[src/rtl/speed_change_pkg.sv]
// Shared types and the symmetric saturation helper for the speed-change sequencer.
package speed_change_pkg;

    typedef enum logic [1:0] {
        NONE = 2'b00,
        INC  = 2'b01,
        DEC  = 2'b10,
        RSVD = 2'b11
    } speed_dir_t;

    typedef enum logic [1:0] {
        IDLE,
        PULSE,
        SETTLE
    } seq_state_t;

    // Clips v to +/-(2^(w-1) - 1) so the counter range stays symmetric.
    function automatic logic signed [31:0] sat_sym(input logic signed [31:0] v, input int w);
        logic signed [31:0] lim;
        lim = (32'sd1 <<< (w - 1)) - 32'sd1;
        if (v > lim)  return lim;
        if (v < -lim) return -lim;
        return v;
    endfunction

endpackage

[src/rtl/pulse_timer.sv]
// Loadable down-counter; done_o marks the last cycle of a loaded interval.
module pulse_timer #(
    parameter int W = 4
) (
    input  logic         clk_i,
    input  logic         rst_i,
    input  logic         load_i,
    input  logic [W-1:0] load_val_i,
    output logic         done_o
);

    logic [W-1:0] cnt_q;

    always_ff @(posedge clk_i) begin
        if (rst_i)
            cnt_q <= '0;
        else if (load_i)
            cnt_q <= load_val_i;
        else if (cnt_q != '0)
            cnt_q <= cnt_q - 1'b1;
    end

    assign done_o = (cnt_q == W'(1));

endmodule

[src/rtl/speed_change_sequencer.sv]
// Nets speed-change requests and issues timed FINC/FDEC pulses with a settle gap.
// Define SPEED_CHANGE_STATS_EN to build the inc_total/dec_total pulse counters.
module speed_change_sequencer
    import speed_change_pkg::*;
#(
    parameter int PULSE_CYCLES  = 4,
    parameter int SETTLE_CYCLES = 1000,
    parameter int PEND_W        = 6
) (
    input  logic                     clk_i,
    input  logic                     rst_i,
    input  logic                     req_valid_i,
    input  logic [1:0]               req_dir_i,
    input  logic                     hold_i,
    output logic                     finc_o,
    output logic                     fdec_o,
    output logic                     busy_o,
    output logic signed [PEND_W-1:0] pending_o,
    output logic                     overflow_o,
    output logic [15:0]              inc_total_o,
    output logic [15:0]              dec_total_o
);

    localparam int MAXC = (PULSE_CYCLES > SETTLE_CYCLES) ? PULSE_CYCLES : SETTLE_CYCLES;
    localparam int TW   = $clog2(MAXC + 1);
    localparam int SW   = PEND_W + 2;

    seq_state_t               state_q, state_d;
    speed_dir_t               dir_q, dir_d;
    logic signed [PEND_W-1:0] pending_q, pending_d;
    logic                     finc_q, fdec_q, busy_q, ovf_q;
    logic                     tmr_load, tmr_done;
    logic [TW-1:0]            tmr_val;
    logic                     launch_inc, launch_dec, clip;
    logic signed [SW-1:0]     delta_req, delta_issue, sum_w;
    logic signed [31:0]       sat_w;

    pulse_timer #(.W(TW)) u_timer (
        .clk_i      (clk_i),
        .rst_i      (rst_i),
        .load_i     (tmr_load),
        .load_val_i (tmr_val),
        .done_o     (tmr_done)
    );

    always_comb begin
        state_d    = state_q;
        dir_d      = dir_q;
        tmr_load   = 1'b0;
        tmr_val    = '0;
        launch_inc = 1'b0;
        launch_dec = 1'b0;
        case (state_q)
            IDLE: begin
                if (!hold_i && pending_q != '0) begin
                    launch_inc = !pending_q[PEND_W-1];
                    launch_dec = pending_q[PEND_W-1];
                    dir_d      = pending_q[PEND_W-1] ? DEC : INC;
                    state_d    = PULSE;
                    tmr_load   = 1'b1;
                    tmr_val    = TW'(PULSE_CYCLES);
                end
            end
            PULSE: begin
                if (tmr_done) begin
                    state_d  = SETTLE;
                    tmr_load = 1'b1;
                    tmr_val  = TW'(SETTLE_CYCLES);
                end
            end
            SETTLE: begin
                if (tmr_done)
                    state_d = IDLE;
            end
            default: state_d = IDLE;
        endcase
    end

    // Request and launch are netted in one wide sum, then clipped once.
    always_comb begin
        delta_req = '0;
        if (req_valid_i) begin
            case (speed_dir_t'(req_dir_i))
                INC:     delta_req = SW'(1);
                DEC:     delta_req = SW'(-1);
                default: delta_req = '0;
            endcase
        end
        delta_issue = launch_inc ? SW'(1) : (launch_dec ? SW'(-1) : '0);
        sum_w       = SW'(pending_q) + delta_req - delta_issue;
        sat_w       = sat_sym(32'(sum_w), PEND_W);
        clip        = (sat_w != 32'(sum_w));
        pending_d   = PEND_W'(sat_w);
    end

    always_ff @(posedge clk_i) begin
        if (rst_i) begin
            state_q   <= IDLE;
            dir_q     <= NONE;
            pending_q <= '0;
            finc_q    <= 1'b0;
            fdec_q    <= 1'b0;
            busy_q    <= 1'b0;
            ovf_q     <= 1'b0;
        end else begin
            state_q   <= state_d;
            dir_q     <= dir_d;
            pending_q <= pending_d;
            finc_q    <= (state_d == PULSE) && (dir_d == INC);
            fdec_q    <= (state_d == PULSE) && (dir_d == DEC);
            busy_q    <= (state_d != IDLE);
            ovf_q     <= ovf_q | clip;
        end
    end

`ifdef SPEED_CHANGE_STATS_EN
    logic [15:0] inc_total_q, dec_total_q;

    always_ff @(posedge clk_i) begin
        if (rst_i) begin
            inc_total_q <= '0;
            dec_total_q <= '0;
        end else begin
            if (launch_inc) inc_total_q <= inc_total_q + 16'd1;
            if (launch_dec) dec_total_q <= dec_total_q + 16'd1;
        end
    end

    assign inc_total_o = inc_total_q;
    assign dec_total_o = dec_total_q;
`else
    assign inc_total_o = '0;
    assign dec_total_o = '0;
`endif

    assign finc_o     = finc_q;
    assign fdec_o     = fdec_q;
    assign busy_o     = busy_q;
    assign pending_o  = pending_q;
    assign overflow_o = ovf_q;

endmodule
[config.mk]
export PLATFORM = sky130hd
export DESIGN_NAME = speed_change_sequencer
export DESIGN_NICKNAME = d
export VERILOG_FILES = /design/src/rtl/speed_change_pkg.sv /design/src/rtl/pulse_timer.sv /design/src/rtl/speed_change_sequencer.sv
export SDC_FILE = /design/constraint.sdc
export NUM_CORES = 1
export LEC_CHECK = 0
export BUFFER_PORTS_ARGS = -buffer_cell sky130_fd_sc_hd__buf_2
export CAP_MARGIN = 0
export CORE_UTILIZATION = 49
export CTS_CLUSTER_SIZE = 12
export DETAILED_ROUTE_END_ITERATION = 10
export GPL_TIMING_DRIVEN = 0
export PLACE_DENSITY = 0.77
export SYNTH_ARGS = -nofsm -noshare
export SYNTH_HDL_FRONTEND = slang
export SYNTH_SLANG_ARGS = --single-unit
[constraint.sdc]
create_clock -name clk_i -period 3.76 [get_ports clk_i]
set_input_delay 0.564 -clock clk_i [delete_from_list [all_inputs] [get_ports clk_i]]
set_output_delay 0.564 -clock clk_i [all_outputs]
set_load 0.02 [all_outputs]
======== Yosys cells after proc, flatten, opt, wreduce, memory -nomap -nowiden ========
Index checks and enable logic that the tools add are counted.
cells by class
  order comparisons ....................... 2
  $mul .................................... 0
  bitwise gates (word level) .............. 1
  div/mod/pow operators ................... 0
  eq/ne operators ......................... 9
  reduce and logical (&&, ||, !) cells .... 10
  muxes and demuxes ....................... 30
  shifts and indexed selects .............. 0
  add/subtract/negate cells ............... 3
operators by type and width
  operator                                                                         number
  32-bit 2-to-1 mux                                                                4
  32-bit by 8-bit != test with 1-bit output                                        1
  10-bit 2-to-1 mux                                                                3
  8-bit 2-to-1 mux                                                                 3
  10-bit one-hot mux with 2 select lines                                           1
  8-bit one-hot mux with 2 select lines                                            1
  2-bit 2-to-1 mux                                                                 6
  10-bit by 1-bit equality test with 1-bit output, second input constant           1
  10-bit nonzero test                                                              1
  10-bit by 1-bit subtractor with 10-bit output, second input constant             1
  1-bit 2-to-1 mux                                                                 9
  6-bit by 8-bit adder with 8-bit output                                           1
  2-bit by 1-bit equality test with 1-bit output, second input constant            4
  8-bit by 6-bit greater-than comparator with 1-bit output, second input constant  1
  8-bit by 6-bit less-than comparator with 1-bit output, second input constant     1
  8-bit subtractor                                                                 1
  2-bit equality test, second input constant                                       3
  2-bit one-hot mux with 3 select lines                                            1
  6-bit nonzero test                                                               1
  2-bit nonzero test                                                               2
  1-bit logical AND                                                                3
  3-bit 2-to-1 mux                                                                 1
  1-bit zero test                                                                  2
  2-bit zero test                                                                  1
  other kinds (2)                                                                  2
word-level totals
  input bits .............................. 6
  bits in read-only memories .............. 0
  RAM bits ................................ 0
  memories kept ........................... 0
  output and inout bits ................... 42
  word-level logic and storage cells ...... 63
  bits in latches ......................... 0
  bits in registers ....................... 24

======== Logic depth before layout (Yosys ltp) ========
Gate-level depths: netlist of run 1.
  word-level depth ........................ 14
  mapped depth ............................ 17
  mapped depth without buffers ............ 17

======== Modules after synthesis ========
Synthesis of run 1 repeated with hierarchy kept, for this count alone.
unflattened totals
  cells, all modules ...................... 241
  area total of the unflattened synthesis .. 2,054.5 µm²
modules (own cells, without submodules)
  module                  seq. area each (µm²)  times used  area each (µm²)  cells an instance
  speed_change_sequencer  280.3                 1           1,446.4          169
  pulse_timer             200.2                 1           608.1            72

======== Worst setup path after synthesis of run 1 ========
No wires, ideal clock.
  path type ............................... reg2reg
  start ................................... register pending_q[5], in the netlist pending_o[5]
  end ..................................... register ovf_q, in the netlist overflow_o
  arrival time ............................ 3.958 ns
  path buffers ............................ 0
  cell stages (with the launch flop) ...... 16
  setup time .............................. 0.131 ns
  path slack .............................. -0.328 ns
  required time ........................... 3.629 ns
  clock period less this slack ............ 4.088 ns
  cell sequence ........................... dfxtp_1 or4_1 o31ai_2 inv_2 ha_1 inv_1 ha_1 fa_1 a211oi_1 o21bai_1 xnor2_1 or4_1 o21ai_1 ha_1 o41ai_1 a211oi_1
between the ends
  word-level cells in the longest chain between the ends .. 14
  elaborated cells between the ends (all ways) .. 21
  classes of those cells .................. 2 x add/sub; 2 x order compare; 1 x eq/ne; 12 x mux; 1 x bitwise; 3 x reduce/logical
RTL lines
  item                                                   line                           RTL
  start: declaration                                     speed_change_sequencer.sv:30   logic signed [PEND_W-1:0] pending_q, pending_d;
  start signal: assignment                               speed_change_sequencer.sv:108  pending_q <= pending_d;
  6-bit nonzero test                                     speed_change_sequencer.sv:55   if (!hold_i && pending_q != '0) begin
  1-bit logical AND                                      speed_change_sequencer.sv:55
  1-bit 2-to-1 mux                                       speed_change_sequencer.sv:55
  1-bit 2-to-1 mux                                       speed_change_sequencer.sv:53   case (state_q)
  8-bit 2-to-1 mux (2 in series)                         speed_change_sequencer.sv:89   delta_issue = launch_inc ? SW'(1) : (launch_dec ? SW'(-1) : '0);
  8-bit subtractor *                                     speed_change_sequencer.sv:90   sum_w = SW'(pending_q) + delta_req - delta_issue;
  8-bit by 6-bit less-than comparator with 1-bit output  speed_change_pkg.sv:22         if (v < -lim) return -lim;
  1-bit 2-to-1 mux (2 in series)                         speed_change_pkg.sv:22
  32-bit 2-to-1 mux                                      speed_change_pkg.sv:23         return v;
  32-bit 2-to-1 mux                                      speed_change_pkg.sv:22
  32-bit by 8-bit != test with 1-bit output *            speed_change_sequencer.sv:92   clip = (sat_w != 32'(sum_w));
  1-bit OR *                                             speed_change_sequencer.sv:112  ovf_q <= ovf_q | clip;
  end signal: assignment                                 speed_change_sequencer.sv:112
  end: declaration                                       speed_change_sequencer.sv:31   logic finc_q, fdec_q, busy_q, ovf_q;
Every way passes the cells marked *; elsewhere a longest branch is shown, timed or not. The select of a mux whose other input is x is not followed.
A chain may end at the register's enable or synchronous reset.

======== Worst setup path after layout of run 1 ========
  start ................................... register pending_q[4], in the netlist pending_o[4]
  end ..................................... register ovf_q, in the netlist overflow_o
Same word-level chain as after synthesis.

==> flow_metrics.env, run 1 <==
export IMPL_die_h_um=65.5
export IMPL_antenna_left=0
export IMPL_yosysSeqAreaShare=0.243
export IMPL_gp_congestion=0.895
export IMPL_avgSynthCellArea_sq_um=8.17
export IMPL_grt_max_degree=13
export IMPL_dr_wl_met3_um=256
export IMPL_synth_edf_count=0
export IMPL_crit_cells=17
export IMPL_hold_slack_ns=0.524
export IMPL_grt_pass1_vias=1782
export IMPL_insertedDiodeCount=0
export IMPL_cp_start_kind="register"
export IMPL_crit_fanout=4
export IMPL_async_reset_ff_frac=0
export IMPL_final_nets=345
export IMPL_end_kind="register"
export IMPL_io_buffers=14
export IMPL_dpl_cell_area_sq_um=2240
export IMPL_synth_flop_cell="dfxtp_1"
export IMPL_first_pass_iters=4
export IMPL_grt_usage=0.249
export IMPL_critical_path_buf_inv_count=2
export IMPL_wl_per_cell_um=13.9
export IMPL_required_ns=3.91
export IMPL_post_place_ws_ns=-0.674
export IMPL_ys_warn_count=0
export IMPL_overflow=0
export IMPL_cts_tree="yes"
export IMPL_reg2reg_slack_ns=-0.26
export IMPL_worst_pin_slew_ns=0.689
export IMPL_cpMostUsedCell="ha_4"
export IMPL_synth_ff_latch_count=24
export IMPL_vias_per_cell=5.22
export IMPL_ff2ff_path_depth=17
export IMPL_row_count=22
export IMPL_hpwl_um=3130
export IMPL_clk_latency_ns=0.27
export IMPL_final_layout_size_suffix_gt1_frac=0.351
export IMPL_fmax_mhz=249
export IMPL_core_area_sq_um=3770
export IMPL_cts_sinks=24
export IMPL_die_w_um=65.5
export IMPL_drt_iter0_markers=118
export IMPL_hold_depth=2
export IMPL_layout_cells_most_common="buf_4"
export IMPL_rsz0062_at_grt="yes"
export IMPL_dpl_cell_count=335
export IMPL_fill_cells=260
export IMPL_crit_arrival_ns=4.16
export IMPL_syn2layout_area_growth_pct=35.4
export IMPL_hold_buffers=0
export IMPL_synth_distinct_cells=53
export IMPL_grt_first_pass_wirelength_um=8110
export IMPL_vias=1916
export IMPL_met1Wirelength_um=2100
export IMPL_slowest_stage="or4_4"
export IMPL_crit_type="register to register"
export IMPL_start_util=0.524
export IMPL_syn_area_sq_um=1980
export IMPL_setup_slack_ns=-0.257
export IMPL_clk_pin_slew_ns=0.08
export IMPL_crit_path_max_incr_delay_ns=0.54
export IMPL_clock_root_buffer="clkbuf_8"
export IMPL_hold_violations=0
export IMPL_cts_max_level=1
export IMPL_postLayoutCellArea_sq_um=2680
export IMPL_routed_wl_um=5110
export IMPL_cts_buffers=3
export IMPL_ios=48
export IMPL_failed_checks="negative setup slack"
export IMPL_dieArea_sq_um=4290
export IMPL_top_layer="met4"
export IMPL_min_period_ns=4.02
export IMPL_route_met2_wl_um=2570
export IMPL_final_cell_mix="buf_4 (59), conb_1 (32), dfxtp_1 (22)"
export IMPL_outcome="finished with violations"
export IMPL_setup_violations=6
export IMPL_synthCells=242
export IMPL_crit_chain="or4_4 > o31ai_4 > inv_2 > ha_4 > inv_2 > ha_4 > fa_2 > a211oi_2 > o21bai_4 > xnor2_2 > or4_4 > o21ai_4 > ha_4 > nor2_1 > nand2_1 > a311oi_2 > a211oi_1"
export IMPL_stdcell_count=367
export IMPL_crit_family="simple AND/OR/NAND/NOR gates"
export IMPL_skew_ns=0.00389
export IMPL_drv_slew=0
export IMPL_cap_violations=0
export IMPL_drc_errors=0
export IMPL_max_slew_margin=0.537
export IMPL_hold_path_class="register to register"
export IMPL_clockBufferDepth=2
export IMPL_min_period_over_period=1.07
export IMPL_antenna_found_initial=0
[cells in the mapped netlist (5+ instances only)]
cell      n  area (sq um)
buf_4    32           240
dfxtp_1  24           480
inv_1    21          78.8
nand2_1  21          78.8
nor2_1   17          63.8
ha_1     12           150
a21oi_1  10          50.1
xnor2_1   7          61.3
fa_1      6           120
nand4_1   5          31.3
o21ai_1   5          25.0
[flip-flops by register name (all words and copies together), names as in the netlist]
signal,count
finc_o,1
dir_q,2
state_q,2
busy_o,1
fdec_o,1
pending_o,6
overflow_o,1
u_timer.cnt_q,10
[cell families after synthesis]
family | Yosys count | share of synthesized area
adders and majority gates | 18 | 0.137
xor gates and xnor gates | 11 | 0.0487
DFF | 24 | 0.243
muxes | 1 | 0.00506
and+or+nand+nor | 77 | 0.208
other | 1 | 0.00190
AOI/OAI and AO/OA | 49 | 0.178
buffers and inverters | 61 | 0.178
[area by class of cell]
cell class | instances | area (sq um) | share of cell area
Multi-Input combinational cell | 188 | 1440 | 0.538
Sequential cell | 24 | 488 | 0.182
Timing Repair Buffer | 43 | 295 | 0.110
Buffer | 38 | 265 | 0.0991
Inverter | 23 | 86.3 | 0.0323
Tap cell | 48 | 60.1 | 0.0224
Clock buffer | 3 | 41.3 | 0.0154
[worst reg2reg max path, stage by stage, from the launching register on]
cell and delay, ns:
dfxtp_4 0.35, or4_4 0.54, o31ai_4 0.21, inv_2 0.09, ha_4 0.27, inv_2 0.04, ha_4 0.16, fa_2 0.38
a211oi_2 0.26, o21bai_4 0.18, xnor2_2 0.09, or4_4 0.44, o21ai_4 0.15, ha_4 0.23, nor2_1 0.10, nand2_1 0.08
a311oi_2 0.25, a211oi_1 0.08
[timing repair]
action | in CTS | in global routing
setup endpoints to repair | 7 | 9
gates resized for setup | 17 | 16
pin swaps | 8 | 14
cloned | 0 | 0
buffers inserted | 29 | 4
[metrics by stage]
stage / utilization / setup TNS, ns
global route: 0.710 / -1.38
global placement: 0.595 / -2.36
CTS: 0.688 / -0.709
detailed placement: 0.595 / -3.23
floorplan: - / -0.123
finish: 0.710 / -0.546
[metal layers]
layer	up-vias	track usage
met2	84	0.442
met5	-	0
li1	938	-
met3	22	0.0278
met4	0	0.147
met1	872	0.284
[worst paths after layout]
check | from | end
worst min-delay path | dir_q[0] | dir_q[0]
worst max-delay path | pending_o[4] | overflow_o
worst min register to register | dir_q[0] | dir_q[0]
worst max register to register | pending_o[4] | overflow_o
Power of run 1 is not shown: default switching activity piles up to over one toggle a cycle in this logic, so the estimate is an artifact.
==> run 2: changes to the inputs <==
CORE_ASPECT_RATIO = 0.75   (was unset)
==> flow_metrics.env, run 2 (synthesis results as in run 1) <==
export IMPL_clock_root_buffer="clkbuf_8"
export IMPL_slowest_stage="or4_4"
export IMPL_clockBufferDepth=2
export IMPL_stdcell_count=375
export IMPL_hold_buffers=0
export IMPL_row_count=19
export IMPL_clk_pin_slew_ns=0.09
export IMPL_die_w_um=75.3
export IMPL_dpl_cell_count=339
export IMPL_skew_ns=0.00802
export IMPL_final_nets=348
export IMPL_cts_buffers=3
export IMPL_hold_depth=2
export IMPL_failed_checks="design-rule violations, negative setup slack"
export IMPL_largest_reg_flops=10
export IMPL_crit_arrival_ns=4.06
export IMPL_max_slew_margin=0.554
export IMPL_required_ns=3.91
export IMPL_first_pass_iters=8
export IMPL_end_kind="register"
export IMPL_setup_tns_final_ns=-0.652
export IMPL_grt_first_pass_wirelength_um=8890
export IMPL_met1Wirelength_um=2520
export IMPL_worst_pin_slew_ns=0.664
export IMPL_routed_wl_um=5970
export IMPL_top_layer="met4"
export IMPL_dieArea_sq_um=4300
export IMPL_hold_slack_ns=0.518
export IMPL_vias_per_cell=5.45
export IMPL_crit_cells=17
export IMPL_syn2layout_area_growth_pct=39.6
export IMPL_die_h_um=57.0
export IMPL_grt_usage=0.275
export IMPL_clk_latency_ns=0.28
export IMPL_hold_path_class="register to register"
export IMPL_layout_cells_most_common="buf_4"
export IMPL_dr_wl_met3_um=449
export IMPL_setup_violations=7
export IMPL_insertedDiodeCount=0
export IMPL_critical_path_buf_inv_count=2
export IMPL_crit_type="register to register"
export IMPL_min_period_ns=3.90
export IMPL_antenna_found_initial=0
export IMPL_antenna_left=0
export IMPL_grt_pass1_vias=1812
export IMPL_cpMostUsedCell="ha_4"
export IMPL_drc_errors=1
export IMPL_cp_start_kind="register"
export IMPL_drt_iter0_markers=205
export IMPL_ff2ff_path_depth=17
export IMPL_rsz0062_at_grt="yes"
export IMPL_start_util=0.526
export IMPL_wl_per_cell_um=15.9
export IMPL_fmax_mhz=256
export IMPL_crit_path_max_incr_delay_ns=0.54
export IMPL_multi_input_area_sq_um=1450
export IMPL_hpwl_um=3220
export IMPL_core_area_sq_um=3760
export IMPL_route_met2_wl_um=2850
export IMPL_seq_area_sq_um=489
export IMPL_io_buffers=14
export IMPL_min_period_over_period=1.04
export IMPL_top_register="u_timer.cnt_q"
export IMPL_gp_congestion=0.856
export IMPL_post_place_ws_ns=-0.582
export IMPL_drv_slew=0
export IMPL_outcome="finished with violations"
export IMPL_vias=2042
export IMPL_cts_sinks=24
export IMPL_cap_violations=0
export IMPL_grt_max_degree=15
export IMPL_ios=48
export IMPL_final_layout_size_suffix_gt1_frac=0.362
export IMPL_fill_cells=247
export IMPL_crit_family="simple AND/OR/NAND/NOR gates"
export IMPL_crit_fanout=4
export IMPL_hold_violations=0
export IMPL_cts_tree="yes"
export IMPL_crit_chain="or4_4 > o31ai_4 > inv_2 > ha_4 > inv_2 > ha_4 > fa_2 > a211oi_4 > o21bai_4 > xnor2_2 > or4_4 > o21ai_4 > ha_4 > nor2_2 > nand2_1 > a311oi_2 > a211oi_1"
export IMPL_setup_slack_ns=-0.141
export IMPL_cts_max_level=1
export IMPL_overflow=0
export IMPL_final_cell_mix="buf_4 (59), conb_1 (32), dfxtp_1 (21)"
-- run 2: worst paths after layout --
check / start / end / slack, ns
worst min-delay path: dir_q[1] / dir_q[1] / 0.52
worst max register to register: pending_o[1] / overflow_o / -0.14
worst max-delay path: pending_o[1] / overflow_o / -0.14
worst min register to register: dir_q[1] / dir_q[1] / 0.52
-- run 2: final cells by class --
cell class	count	share of cell area
Clock inverter	1	0.0109
Inverter	23	0.0313
Multi-Input combinational cell	188	0.527
Buffer	38	0.0961
Timing Repair Buffer	46	0.119
Sequential cell	24	0.177
Clock buffer	3	0.0150
Tap cell	52	0.0236
-- run 2: layer usage --
layer,global-route usage,up-vias
met5,0,-
met4,0.0794,0
met3,0.0459,24
met2,0.459,124
met1,0.363,953
li1,-,941
-- run 2: metrics by stage --
| stage | util | area [sq um] |
|---|---|---|
| 2_1_floorplan | - | 2110 |
| 3_3_place_gp | 0.599 | 2250 |
| 3_5_place_dp | 0.599 | 2250 |
| 4_1_cts | 0.715 | 2680 |
| 5_1_grt | 0.735 | 2760 |
| 6_report | 0.735 | 2760 |
-- run 2: tightest hold or removal path: stages (launching register included) --
cell	delay, ns
dfxtp_1	0.33
nand2_1	0.08
a21oi_1	0.07
-- run 2: what timing repair did --
action | in CTS | in global routing
buffers inserted | 31 | 5
pin swaps | 13 | 14
endpoints found under the hold margin | 0 | 0
gates resized for setup | 24 | 15
setup endpoints to repair | 7 | 9
Power of run 2 is left out for the same reason.
==> run 3: changes to the inputs <==
CELL_PAD_IN_SITES_DETAIL_PLACEMENT = 0   (was unset)
CELL_PAD_IN_SITES_GLOBAL_PLACEMENT = 1   (was unset)
CORE_UTILIZATION = 35   (was 49)
PLACE_DENSITY = unset   (was 0.77)
PLACE_DENSITY_LB_ADDON = 0.1   (was unset)
==> flow_metrics.env, run 3 (synthesis results as in run 1) <==
export IMPL_largest_reg_flops=10
export IMPL_hold_buffers=0
export IMPL_clock_root_buffer="clkbuf_8"
export IMPL_fmax_mhz=251
export IMPL_cts_buffers=3
export IMPL_start_util=0.367
export IMPL_min_period_ns=3.99
export IMPL_required_ns=3.91
export IMPL_dpl_cell_count=362
export IMPL_end_kind="register"
export IMPL_skew_ns=0.00386
export IMPL_grt_usage=0.155
export IMPL_drt_iter0_markers=110
export IMPL_clk_latency_ns=0.27
export IMPL_core_area_sq_um=5380
export IMPL_antenna_left=0
export IMPL_cp_start_kind="register"
export IMPL_failed_checks="negative setup slack"
export IMPL_syn2layout_area_growth_pct=32.2
export IMPL_fill_cells=536
export IMPL_setup_slack_ns=-0.230
export IMPL_wl_per_cell_um=11.7
export IMPL_crit_arrival_ns=4.14
export IMPL_final_nets=331
export IMPL_top_register="u_timer.cnt_q"
export IMPL_clockBufferDepth=2
export IMPL_cts_sinks=24
export IMPL_grt_pass1_vias=1504
export IMPL_cap_violations=0
export IMPL_dieArea_sq_um=5960
export IMPL_overflow=0
export IMPL_io_buffers=14
export IMPL_setup_violations=7
export IMPL_rsz0062_at_grt="yes"
export IMPL_hold_violations=0
export IMPL_min_period_over_period=1.06
export IMPL_drc_errors=0
export IMPL_crit_fanout=3
export IMPL_seq_area_sq_um=485
export IMPL_crit_type="register to register"
export IMPL_outcome="finished with violations"
export IMPL_drv_slew=0
export IMPL_insertedDiodeCount=0
export IMPL_ios=48
export IMPL_worst_pin_slew_ns=0.639
export IMPL_layout_cells_most_common="buf_4"
export IMPL_grt_max_degree=15
export IMPL_clk_pin_slew_ns=0.08
export IMPL_vias_per_cell=4.55
export IMPL_reg2reg_slack_ns=-0.23
export IMPL_cts_tree="yes"
export IMPL_first_pass_iters=4
export IMPL_hpwl_um=3340
export IMPL_hold_slack_ns=0.492
export IMPL_row_count=23
export IMPL_max_slew_margin=0.571
export IMPL_setup_tns_final_ns=-0.675
export IMPL_grt_first_pass_wirelength_um=7130
export IMPL_final_core_util=0.485
export IMPL_die_w_um=88.8
export IMPL_multi_input_area_sq_um=1420
export IMPL_cts_max_level=1
export IMPL_die_h_um=67.1
export IMPL_vias=1734
export IMPL_antenna_found_initial=0
export IMPL_final_layout_size_suffix_gt1_frac=0.310
export IMPL_gp_congestion=0.764
export IMPL_hold_path_class="register to register"
export IMPL_final_cell_mix="buf_4 (46), conb_1 (32), dfxtp_1 (22)"
export IMPL_stdcell_count=381
export IMPL_routed_wl_um=4470
## run 3: worst paths after layout
path,start,to,depth (start not counted)
worst max-delay path,pending_o[5],overflow_o,17
worst min-delay path,dir_q[1],dir_q[1],2
worst max register to register,pending_o[5],overflow_o,17
worst min register to register,dir_q[1],dir_q[1],2
## run 3: final cells by class
cell class	count	share of cell area
multi-input cells	188	0.542
clock buffers	3	0.0158
clock inverters	1	0.0115
well taps	75	0.0359
flip-flops and latches	24	0.186
inverters	23	0.0330
repair buffers	29	0.0747
plain buffers	38	0.102
## run 3: critical path, stage by stage, from the launching register on
cell and delay (ns):
dfxtp_4 0.36, or4_4 0.54, o31ai_4 0.21, inv_2 0.08, ha_4 0.27, inv_2 0.04, ha_4 0.15, fa_2 0.37
a211oi_4 0.28, o21bai_4 0.18, xnor2_2 0.09, or4_4 0.44, o21ai_4 0.16, ha_4 0.24, nor2_1 0.10, nand2_1 0.07
a311oi_2 0.24, a211oi_1 0.07
## run 3: metal layers
metal / up-vias / global-route usage / wire length [um]
li1: 906 / - / -
met1: 772 / 0.243 / 2460
met2: 56 / 0.220 / 1770
met3: 0 / 0.0310 / 235
met4: 0 / 0.0181 / 0
met5: - / 0 / 0
## run 3: stage by stage
stage / instance area, sq um / worst slack (ns)
after floorplan: 2110 / -0.123
after global placement: 2280 / -0.714
after detailed placement: 2280 / -0.704
after CTS: 2590 / -0.254
after global routing: 2610 / -0.368
final: 2610 / -0.230
## run 3: repair_timing
action                                  4_1_cts  5_1_grt
pin swaps                                     8        5
gates resized for setup                      23        3
setup buffers                                14        1
endpoints found under the setup margin        7        7
Power of run 3 is left out for the same reason.
